===== src/rtl/top_level_shift_reg_pkg.sv =====
// top_level_shift_reg_pkg: shared limits and sizing helper for the bit-delay line
package top_level_shift_reg_pkg;
  localparam int MIN_LENGTH = 1;
  localparam int MAX_LENGTH = 1024;
  function automatic int count_width(input int len);
    return $clog2(len + 1);
  endfunction
endpackage


===== src/rtl/top_level_shift_reg_shift_stage.sv =====
// shift_stage: single D flop with synchronous active-low clear
module shift_stage (
  input  logic i_clk,
  input  logic i_rst,
  input  logic i_d,
  output logic o_q
);
  always_ff @(posedge i_clk) o_q <= !i_rst ? 1'b0 : i_d;
endmodule


===== src/rtl/top_level_shift_reg.sv =====
// top_level_shift_reg: LENGTH-cycle serial bit-delay line with parallel tap and fill flag
module top_level_shift_reg
  import top_level_shift_reg_pkg::*;
#(
  parameter int LENGTH = 8
) (
  input  logic              i_clk,
  input  logic              i_rst,
  input  logic              i_din,
  output logic              o_dout,
  output logic [LENGTH-1:0] o_q,
  output logic              o_full
);
  localparam int CW = count_width(LENGTH);
  localparam logic [CW-1:0] FULL_COUNT = CW'(LENGTH);
  if (LENGTH < MIN_LENGTH || LENGTH > MAX_LENGTH) begin : g_bad_length
    $error("top_level_shift_reg: LENGTH %0d out of range", LENGTH);
  end
  logic [LENGTH:0] d_chain;
  logic [CW-1:0]   count;
  assign d_chain = {o_q, i_din};
  for (genvar k = 0; k < LENGTH; k++) begin : g_stage
    shift_stage u_stage (
      .i_clk (i_clk),
      .i_rst (i_rst),
      .i_d   (d_chain[k]),
      .o_q   (o_q[k])
    );
  end
  always_ff @(posedge i_clk)
    count <= !i_rst ? '0 : (count == FULL_COUNT ? count : count + 1'b1);
  assign o_dout = o_q[LENGTH-1];
  assign o_full = count == FULL_COUNT;
endmodule


===== config.mk =====
export PLATFORM = sky130hd
export DESIGN_NAME = top_level_shift_reg
export DESIGN_NICKNAME = d
export VERILOG_FILES = /design/src/rtl/top_level_shift_reg_pkg.sv /design/src/rtl/top_level_shift_reg_shift_stage.sv /design/src/rtl/top_level_shift_reg.sv
export SDC_FILE = /design/constraint.sdc
export NUM_CORES = 1
export LEC_CHECK = 0
export ABC_AREA = 0
export CAP_MARGIN = 20
export CELL_PAD_IN_SITES_DETAIL_PLACEMENT = 1
export CELL_PAD_IN_SITES_GLOBAL_PLACEMENT = 1
export CORE_MARGIN = 2
export CORE_UTILIZATION = 35
export CTS_CLUSTER_DIAMETER = 40
export DETAILED_ROUTE_END_ITERATION = 8
export PLACE_DENSITY_LB_ADDON = 0.15
export SLEW_MARGIN = 20
export SYNTH_ARGS = -nofsm -noshare
export SYNTH_HDL_FRONTEND = slang
export SYNTH_SLANG_ARGS = --single-unit

===== constraint.sdc =====
create_clock -name i_clk -period 2.7 [get_ports i_clk]
set_input_delay 0.675 -clock i_clk [delete_from_list [all_inputs] [get_ports i_clk]]
set_output_delay 0.675 -clock i_clk [all_outputs]
set_load 0.05 [all_outputs]

After elaboration in Yosys (flattened, before gate mapping) --
Cells that the tools add are included.
Word-level totals: input port bits 3, output and inout port bits 10, register bits 12
Cells by class: $add $sub $neg 1, equality and inequality tests 1
Operator list (number):
- 4-bit by 1-bit adder with 4-bit output (second input constant) | 1
- 4-bit == test (second input constant) | 1

Longest topological paths before layout --
depth after elaboration 1, mapped depth 5, mapped depth without buffers 5

Modules after synthesis --
Synthesis repeated with hierarchy kept, for this count alone.
Second synthesis, totals: cell total of the unflattened synthesis 39, area total of the unflattened synthesis 427.9 um2
Modules (own cells, without submodules):
- top_level_shift_reg | area an instance 217.7 um2, sequential area each 80.1 um2, times used 1, cells each 23
- shift_stage | area an instance 26.3 um2, sequential area each 20.0 um2, times used 8, cells each 2

Worst setup path after synthesis --
OpenSTA, ideal clock, no wires.
path type flip-flop to output port, from register count[0], to output port o_full, cell stages (with the launch flop) 5, slack 1.029 ns, arrival 0.996 ns, path buffers 0, required time 2.025 ns, path through dfxtp_1 inv_1 ha_1 nand3b_4 inv_1
Between the ends: longest elaborated chain between the ends 1
Ends and longest elaborated chain:
- start, declared | RTL line top_level_shift_reg.sv:20 | logic [CW-1:0] count;
- start signal, assigned | RTL line top_level_shift_reg.sv:31 | count <= !i_rst ? '0 : (count == FULL_COUNT ? count : count + 1'b1);
- 4-bit == test | RTL line top_level_shift_reg.sv:33 | assign o_full = count == FULL_COUNT;
- end, declared | RTL line top_level_shift_reg.sv:12 | output logic o_full
Every way passes these cells.

Final worst setup path --
Same ends and word-level chain as after synthesis.

==> impl_metrics.tcl <==
set metrics [dict create \
    status "complete, no violations" \
    dr.max_layer_used "met4" \
    synth_top_area_frac 0.495 \
    place_ws_ns 0.375 \
    area_delta_synth_final_pct 23.2 \
    via_count 301 \
    syn_area_sq_um 485 \
    finClkSkew_ns 0.00448 \
    initial_core_util 0.373 \
    ir_worst_vdd_v 0.000382 \
    cts-hold-fix-buffers 0 \
    drt_iter0_drc 0 \
    post_drt_via_cell_ratio 4.36 \
    grt_pass1_vias 305 \
    die_w_microns 41.2 \
    clock_latency_ns 0.27 \
    wl_per_cell_microns 11.9 \
    ios 13 \
    synth_seq_cells 12 \
    maxSlewHeadroom 0.662 \
    finalSetupViolations 0 \
    cts_resized 0 \
    layout.nets 60 \
    yosys.area_share.simple 0.235 \
    finalHoldViolCount 0 \
    clockBufferDepth 2 \
    synth_edf_count 0 \
    numCtsBuffers 3 \
    syn_inst 47 \
    synth-adder-area-share 0.0515 \
    synth_common_cells "dfxtp_1, and2_1, buf_4, inv_1" \
    yosysMostFrequentCell "dfxtp_1" \
    yosys.area.top_type "dfxtp_1" \
    start_kind "register" \
    coreArea_sq_um 1300 \
    grt_use_total 0.128 \
    synthMuxAreaShare 0 \
    dieArea_sq_um 1700 \
    syn-num-nets 52 \
    period_needed_ns 2.23 \
    diodes 0 \
    synthXorXnorAreaFrac 0.0361 \
    synth.avg_cell_area_sq_um 10.3 \
    critPathArrivalTime_ns 1.55 \
    grt_max_degree 14 \
    end_kind "output port" \
    path_max_fanout 4 \
    worst_pin_slew_ns 0.506 \
    crit_chain "inv_1 -> ha_1 -> nand3b_4 -> inv_1 -> dlymetal6s2s_1" \
    antenna_found_initial 0 \
    critPathLaunch "count[0]" \
    slew_viol_final 0 \
    r2r_start "count[0]" \
    synthDistinctLibCells 14 \
    seq_area_frac_synth 0.495 \
    fin_tns_setup_ns 0 \
    cts_max_level 1 \
    maxCapViolations 0 \
    cp_slowest_stage_delay_ns 0.41 \
    fp.dieH_microns 41.2 \
    dp_hpwl_microns 661 \
    postLayoutSetupSlackWorst_ns 0.473 \
    hold_start "g_stage[3].u_stage.o_q" \
    dr_wl_met3_microns 31 \
    fmax_mhz 449 \
    grt_overflow 0 \
    critPathSlowestCell "dlymetal6s2s_1" \
    drc 0 \
    synth_top_family_by_area "simple AND/OR/NAND/NOR gates" \
    period_share 0.825 \
    cpMostUsedCell "inv_1" \
    place.port_buffers 12 \
    wirelength_microns 821 \
    route.met2.wl_microns 470 \
    hold_path_class "register to register" \
    dr.pass1.iters 1 \
    synth_warnings 0 \
    yosys-top-cells-area "dfxtp_1, and2_1, buf_4" \
    synth_compound_area_frac 0.0258 \
    ys.flop_type "dfxtp_1" \
    critPathKind "register to output port" \
    critPathRequiredTime_ns 2.03 \
    drive_gt1_frac 0.0926 \
    async_flop_share 0 \
    cts_tree "done" \
    clock_sinks 12 \
    cts_root_buffer "clkbuf_4" \
    fp-row-count 13 \
    ant_nets 0 \
    powerDensity_nw_per_um2 605 \
    power.leakage_nw 0.275 \
    cts.clk_slew.worst_paths_ns 0.08 \
    wl_met1_microns 315 \
    place_congestion 0.522 \
    holdWs_ns 0.463 \
    rsz0062_at_grt "no" \
    post_cts_buffers 0 \
    grt_pass1_wl_microns 1300 \
]
where the power goes:
part | internal [mW] | total [mW] | switching, mW
combinational | 0.0145 | 0.0334 | 0.0188
clock | 0.0819 | 0.140 | 0.0584
sequential | 0.183 | 0.188 | 0.00497
worst max-delay path: cells and delay by family (launching register included):
family	cells	cell delay (ns)
flops	1	0.34
simple gates	1	0.11
buf+inv	3	0.60
fa+ha+maj	1	0.23
metal layers:
metal,global-route usage,vias up
li1,-,150
met1,0.121,142
met2,0.219,7
met3,0.0652,2
met4,0.0726,0
met5,0,-
final timing paths:
check	cells after the start	end	slack, ns
worst max register to register	5	count[0]	1.52
worst max-delay path	5	o_full	0.47
worst min-delay path	1	g_stage[4].u_stage.o_q	0.46
worst min register to register	1	g_stage[4].u_stage.o_q	0.46
layout make-up:
cell class / count / area, sq um
inverter: 3 / 11.3
clock buffer: 4 / 36.3
fill: 155 / 703
multi-input combinational: 23 / 169
sequential: 12 / 240
tap: 15 / 18.8
timing repair buffer: 12 / 123
flip-flops by register name, indices dropped and copies added, names as in the netlist:
signal / cells
g_stage.u_stage.o_q: 8
count: 4
cells by family (layout without fill, tap and decap cells):
group,count (synthesis),count (layout)
flops,12,12
fa+ha+maj,2,2
xor+xnor,2,2
compound gates,2,2
buf+inv,12,19
simple gates,17,17
layout by cell type, fill, tap and decap left out, drive strengths merged:
cell	n
nand3	2
nand2	2
inv	3
and2	10
nand3b	2
dfxtp	12
clkbuf	4
o21ai	1
clkdlybuf4s50	11
a21boi	1
ha	2
xnor2	2
dlymetal6s2s	1
nand2b	1
per-stage QoR:
| stage | area (sq um) | utilization | cells | power (mW) |
|---|---|---|---|---|
| 2_1_floorplan | 485 | - | 47 | 0.217 |
| 4_1_cts | 596 | 0.458 | 69 | 0.370 |
| 3_5_place_dp | 559 | 0.430 | 65 | 0.226 |
| 3_3_place_gp | 559 | 0.430 | 65 | 0.223 |
| 6_report | 598 | 0.460 | 69 | 0.362 |
| 5_1_grt | 598 | 0.460 | 69 | 0.384 |
No activity file was read; power rests on OpenSTA's default activity.
